--- config.mk ---
export PLATFORM = sky130hd
export DESIGN_NAME = mpu_bus_master
export DESIGN_NICKNAME = d
export VERILOG_FILES = /design/src/rtl/mpu_bus_master.sv
export SDC_FILE = /design/constraint.sdc
export NUM_CORES = 1
export LEC_CHECK = 0
export CORE_UTILIZATION = 41
export DETAILED_ROUTE_END_ITERATION = 8
export GPL_TIMING_DRIVEN = 0
export PLACE_DENSITY = 0.76
export SLEW_MARGIN = 15
export SYNTH_ARGS = -nofsm -noshare
export SYNTH_HDL_FRONTEND = slang
export SYNTH_SLANG_ARGS = --single-unit
--- constraint.sdc ---
create_clock -name clk -period 2.39 [get_ports clk]
set_input_delay 0.3585 -clock clk [delete_from_list [all_inputs] [get_ports clk]]
set_output_delay 0.3585 -clock clk [all_outputs]
set_load 0.02 [all_outputs]
--- src/rtl/mpu_bus_master.sv ---
// rtl/mpu_bus_master.sv - timed MPU bus initiator with setup/strobe/recover phases and read response channel
// Optional address auto-increment pointer enabled by defining MPU_BUS_MASTER_AUTOINC_EN.
module mpu_bus_master #(
    parameter int SETUP_CYCLES   = 1,
    parameter int ACCESS_CYCLES  = 2,
    parameter int RECOVER_CYCLES = 1
) (
    input  logic        clk,
    input  logic        reset,
    input  logic        cmd_valid,
    output logic        cmd_ready,
    input  logic        cmd_wr,
    input  logic [15:0] cmd_addr,
    input  logic [15:0] cmd_data,
    input  logic [1:0]  cmd_be,
    input  logic        cmd_inc,
    output logic        rsp_valid,
    input  logic        rsp_ready,
    output logic [15:0] rsp_data,
    output logic        busy,
    output logic        _mpu_en,
    output logic        _mpu_rd,
    output logic        _mpu_wr,
    output logic [1:0]  _mpu_be,
    output logic [15:0] mpu_addr_out,
    output logic [15:0] mpu_data_out,
    input  logic [15:0] mpu_data_in
);

    generate
        if (SETUP_CYCLES < 1 || SETUP_CYCLES > 15) begin : g_bad_setup
            $error("mpu_bus_master: SETUP_CYCLES must be 1..15");
        end
        if (ACCESS_CYCLES < 1 || ACCESS_CYCLES > 15) begin : g_bad_access
            $error("mpu_bus_master: ACCESS_CYCLES must be 1..15");
        end
        if (RECOVER_CYCLES < 0 || RECOVER_CYCLES > 15) begin : g_bad_recover
            $error("mpu_bus_master: RECOVER_CYCLES must be 0..15");
        end
    endgenerate

    localparam logic [3:0] SETUP_LOAD   = 4'(SETUP_CYCLES - 1);
    localparam logic [3:0] ACCESS_LOAD  = 4'(ACCESS_CYCLES - 1);
    localparam logic [3:0] RECOVER_LOAD = 4'(RECOVER_CYCLES - 1);

    typedef enum logic [1:0] {IDLE, SETUP, STROBE, RECOVER} state_t;

    state_t      state;
    logic [3:0]  count;
    logic        is_wr;
    logic        accept;
    logic [15:0] next_addr;

    assign cmd_ready = (state == IDLE) & ~rsp_valid & ~reset;
    assign accept    = cmd_valid & cmd_ready;
    assign busy      = (state != IDLE);

`ifdef MPU_BUS_MASTER_AUTOINC_EN
    logic [15:0] addr_ptr;

    assign next_addr = cmd_inc ? addr_ptr : cmd_addr;

    // Every accepted command leaves the pointer one past the address it used.
    always_ff @(posedge clk) begin
        if (reset) begin
            addr_ptr <= 16'h0000;
        end else if (accept) begin
            addr_ptr <= next_addr + 16'd1;
        end
    end
`else
    logic unused_cmd_inc;

    assign unused_cmd_inc = cmd_inc;
    assign next_addr      = cmd_addr;
`endif

    always_ff @(posedge clk) begin
        if (reset) begin
            state        <= IDLE;
            count        <= 4'd0;
            is_wr        <= 1'b0;
            _mpu_en      <= 1'b1;
            _mpu_rd      <= 1'b1;
            _mpu_wr      <= 1'b1;
            _mpu_be      <= 2'b11;
            mpu_addr_out <= 16'h0000;
            mpu_data_out <= 16'h0000;
            rsp_valid    <= 1'b0;
            rsp_data     <= 16'h0000;
        end else begin
            if (rsp_valid && rsp_ready) begin
                rsp_valid <= 1'b0;
            end
            case (state)
                IDLE: begin
                    if (accept) begin
                        mpu_addr_out <= next_addr;
                        mpu_data_out <= cmd_data;
                        _mpu_be      <= ~cmd_be;
                        is_wr        <= cmd_wr;
                        _mpu_en      <= 1'b0;
                        count        <= SETUP_LOAD;
                        state        <= SETUP;
                    end
                end
                SETUP: begin
                    if (count == 4'd0) begin
                        count <= ACCESS_LOAD;
                        state <= STROBE;
                        if (is_wr) begin
                            _mpu_wr <= 1'b0;
                        end else begin
                            _mpu_rd <= 1'b0;
                        end
                    end else begin
                        count <= count - 4'd1;
                    end
                end
                STROBE: begin
                    if (count == 4'd0) begin
                        // Read data is sampled on the same edge that releases the strobe.
                        if (!is_wr) begin
                            rsp_data  <= mpu_data_in;
                            rsp_valid <= 1'b1;
                        end
                        _mpu_en <= 1'b1;
                        _mpu_rd <= 1'b1;
                        _mpu_wr <= 1'b1;
                        _mpu_be <= 2'b11;
                        count   <= RECOVER_LOAD;
                        state   <= (RECOVER_CYCLES == 0) ? IDLE : RECOVER;
                    end else begin
                        count <= count - 4'd1;
                    end
                end
                RECOVER: begin
                    if (count == 4'd0) begin
                        state <= IDLE;
                    end else begin
                        count <= count - 4'd1;
                    end
                end
                default: state <= IDLE;
            endcase
        end
    end

endmodule

; ---- Word-level counts from Yosys, hierarchy flattened
; Cells that the tools add are included.
[classes]
n_reduce_logical = 13
n_addsub = 1
n_bitwise = 7
eq_ne = 10
n_mux = 25
[ops]
columns = op, count
row1 = 4-bit 2-to-1 mux, 4
row2 = 4-bit one-hot mux with 4 select lines, 1
row3 = 2-bit inequality test (second input constant), 7
row4 = 4-bit AND reduction, 3
row5 = 1-bit 2-to-1 mux, 10
row6 = 2-bit 2-to-1 mux, 5
row7 = 2-bit one-hot mux with 4 select lines, 1
row8 = 1-bit one-hot mux with 2 select lines, 3
row9 = 3-bit AND reduction, 2
row10 = 2-bit nonzero test, 3
row11 = 2-bit equality test (second input constant), 2
row12 = 4-bit logical NOT, 1
row13 = 2-bit one-hot mux with 2 select lines, 1
row14 = 2-bit AND reduction, 2
row15 = 4-bit by 1-bit subtractor with 4-bit output (second input constant), 1
row16 = 1-bit bitwise AND, 3
row17 = 1-bit inverter, 3
row18 = 2-bit by 1-bit equality test with 1-bit output (second input constant), 1
row19 = 2-bit logical NOT, 1
row20 = 2-bit inverter, 1
row21 = 1-bit logical AND, 1
[totals]
regBits = 61
out_inout_bits = 56
word_cells = 67

; ---- Logic depth before layout (Yosys ltp)
[logic_depth]
word_depth = 6
ltp_mapped = 9
mapped_depth_nobuf = 6

; ---- Least setup slack after synthesis
; No wires, ideal clock.
[synth_path]
path_kind = reg-to-reg
from = register state[0]
to = register is_wr
path_buffers = 3
stages_incl_launch_ff = 10
t_arrival_ps = 1751
period_less_slack_ps = 1822
setup_slack_ps = 568
path_cell_list = dfxtp_1 inv_1 ha_1 buf_2 nor3b_2 and2_1 buf_2 buf_2 nand2_1 a21oi_1
[synth_via]
elab_chain_len = 5
[synth_lines]
columns = element, line
row1 = start: declaration, 48  ; state_t state;
row2 = start signal: assignment, 132  ; state <= (RECOVER_CYCLES == 0) ? IDLE : RECOVER;
row3 = 2-bit logical NOT, 54  ; assign cmd_ready = (state == IDLE) & ~rsp_valid & ~reset;
row4 = 1-bit bitwise AND (2 in series), 54
row5 = via cmd_ready, 11  ; output logic cmd_ready,
row6 = 1-bit bitwise AND, 55  ; assign accept = cmd_valid & cmd_ready;
row7 = 2-bit AND reduction (no line), -
row8 = end signal: assignment, 101  ; is_wr <= cmd_wr;
row9 = end: declaration, 50  ; logic is_wr;
; The timed path passes the listed nets, and every way through them passes these cells.
; A chain may end at the register's enable or synchronous reset.

; ---- Worst setup path in the final report
[layout_path]
from = register state[0]
to = output busy
[layout_via]
elab_chain_len = 1
[layout_lines]
columns = element, line
row1 = 2-bit nonzero test, 56  ; assign busy = (state != IDLE);
row2 = end: declaration, 20  ; output logic busy,
; Every way passes these cells.

==> results.cfg <==
[run_status]
status = finished, final reports clean

[floorplanning]
io-pin-count = 112
die_w_microns = 79.2
fp.coreArea_sq_mm = 0.00564
start_util = 0.433
rows = 27
die_area_sq_mm = 0.00627
fp.dieH_microns = 79.2

[routing]
drt_wl_total_microns = 6470
ant_nets = 0
dr_total_vias = 2436
first_iter_violations = 79
wl_per_cell_microns = 13.1
dr.pass1.iters = 4
drc_errors = 0
post_drt_via_cell_ratio = 4.92

[critical_path]
cpPeakStageDelay_ns = 0.59
crit_chain = inv_1 -> ha_1 -> buf_2 -> inv_1 -> clkdlybuf4s50_1
cp_common_cell = inv_1
start_kind = register
cp-end-kind = output port
critPathRequiredTime_ns = 2.03
slowest_stage = clkdlybuf4s50_1
critPathKind = reg -> out
worst-r2r-setup-slack_ns = 0.27
worstPathArrival_ns = 1.85
rr_worst_depth = 7
crit_fanout = 10

[logic_synthesis]
ys_top_cells_by_count = nand2_1, dfxtp_1, a21oi_1
synthAdderAreaFrac = 0.0358
seq_area_frac_synth = 0.500
synth_compound_area_frac = 0.171
synth_top_family_by_area = simple AND/OR/NAND/NOR gates
ys_types = 34
muxShareOfSynthArea = 0.00819
ys_top_cells_by_area = dfxtp_1, nand2_1, a21oi_1
synthSimpleGateAreaFrac = 0.238
synth-edff-count = 0
syn_avg_cell_area_sq_um = 8.17
ys_warn_count = 0
synth_cells = 299
async_flop_share = 0
ys_ff_latch = 61
synthFlopType = dfxtp_1
synth_area_leader_cell = dfxtp_1
synth_top_area_frac = 0.500
synth_most_common_cell = nand2_1
yosys.area_share.xor_xnor = 0
syn_area_sq_mm = 0.00244
synth_nets = 362

[pwr]
power_frac_seq = 0.351
intPower_uw = 2390
swShare = 0.364
p_sw_uw = 1370
vdd_drop_max_mv = 0.504
p_leak_uw = 0.00140
power_uw = 3760
power_frac_comb = 0.430
pwr_density_cell_mw_per_mm2 = 988
clockPowerShare = 0.219

[sta]
fin_hold_ws_ns = 0.449
fin_worst_skew_ns = 0.00926
max_slew.worst_pin.slew_ns = 0.521
hold_viol = 0
setup_tns_ns = 0
finalSetupViolCount = 0
relSlewSlack = 0.651
finalCritPeriodShare = 0.923
rsz0062_at_grt = false
fmax_mhz = 454
report.final.slew_viol_count = 0
period_minus_slack_ns = 2.20

[global_route]
antenna_found_initial = 0
grt_pass1_vias = 2381
grt_max_degree = 11
grtUsageMet2 = 0.376
grt_pass1_wl_microns = 10600
grt_use_met1 = 0.249
overflow = 0
grt_use_total = 0.217
busiest_layer = met2
met3_usage = 0.0632

[cts]
post_cts_buffers = 0
cts_sinks = 61
cts_inserted_buffers = 9
clkSlewWorstSetupHoldPaths_ns = 0.07
clk_path_buf_depth = 2
ctsHtreeMaxLevel = 3
clock_latency_ns = 0.32
root_buffer = clkbuf_8
cts_tree = yes

[place]
gp_congestion = 0.788
hpwl_microns = 4740
portBuffers = 109

[min_path]
min_path_type = in -> reg
hold_depth = 2

[finish]
multi_input_area_sq_mm = 0.00111
diodes = 0
syn2layout_area_growth_pct = 55.6
fin_util = 0.674
drive_gt1_frac = 0.0638
regArea_sq_mm = 0.00122
nets = 482
fillCellCount = 480

[job]
maxCapViolations = 0
[flip-flops by register name, summed over array words and instances (netlist names), 2 cells and up]
signal,flops
_mpu_be,2
rsp_data,16
mpu_data_out,16
state,2
count,4
mpu_addr_out,16
[cell usage in the layout (no fill, tap or decap), types with 5 or more instances in the layout]
cell / n
a21oi_1: 58
buf_2: 6
inv_1: 6
clkdlybuf4s50_1: 108
nand2_1: 102
clkbuf_1: 13
clkbuf_8: 12
nor2_1: 5
dfxtp_1: 61
ha_1: 7
[cells by family (layout without fill, tap and decap cells)]
family | Yosys count | count (layout)
flip-flops | 61 | 61
AO/OA/AOI/OAI | 74 | 74
buffers and inverters | 25 | 149
adder cells (fa/ha/maj) | 7 | 7
multiplexers | 2 | 2
AND/OR/NAND/NOR | 130 | 130
[metrics by stage]
stage	area (sq um)	worst slack [ns]	instances
after floorplan	2440	0.568	299
after global placement	3620	0.350	480
after detailed placement	3620	0.274	480
after CTS	3800	0.164	495
after global routing	3800	0.0419	495
final	3800	0.185	495
[critical path, delay by kind of cell (launching register included)]
kind       cells  cell delay, ns
buf+inv        4            0.94
flops          1            0.39
fa+ha+maj      1            0.20
[what timing repair did]
item                                   in CTS  in global routing
setup endpoints to repair                   1                  0
hold buffers                                0                  0
gates resized for setup                     1                  0
endpoints found under the hold margin       0                  0
[layer usage]
layer	routed length (microns)	vias up
li1	-	1235
met1	2790	1113
met2	3110	78
met3	462	10
met4	111	0
met5	0	-
[final cells by class]
class,count,share of cell area
Clock inverter,1,0.00132
Multi-Input combinational cell,213,0.291
Inverter,6,0.00592
Tap cell,72,0.0237
Sequential cell,61,0.321
Clock buffer,14,0.0454
Timing Repair Buffer,109,0.287
Buffer,19,0.0247
[power groups by stage]
stage / Clock, uW / Combinational, uW / Sequential [uW]
3_3_place_gp: 0 / 1590 / 1330
3_5_place_dp: 0 / 1620 / 1340
2_1_floorplan: 0 / 798 / 1520
5_1_grt: 889 / 1780 / 1340
6_report: 824 / 1620 / 1320
4_1_cts: 837 / 1630 / 1320
[final timing paths]
path,end,start
worst max register to register,rsp_data[5],count[0]
worst max-delay path,busy,state[0]
worst min-delay path,_mpu_be[1],reset
worst min register to register,rsp_data[6],rsp_data[6]
Note: power is estimated with default switching activity, not from simulation.
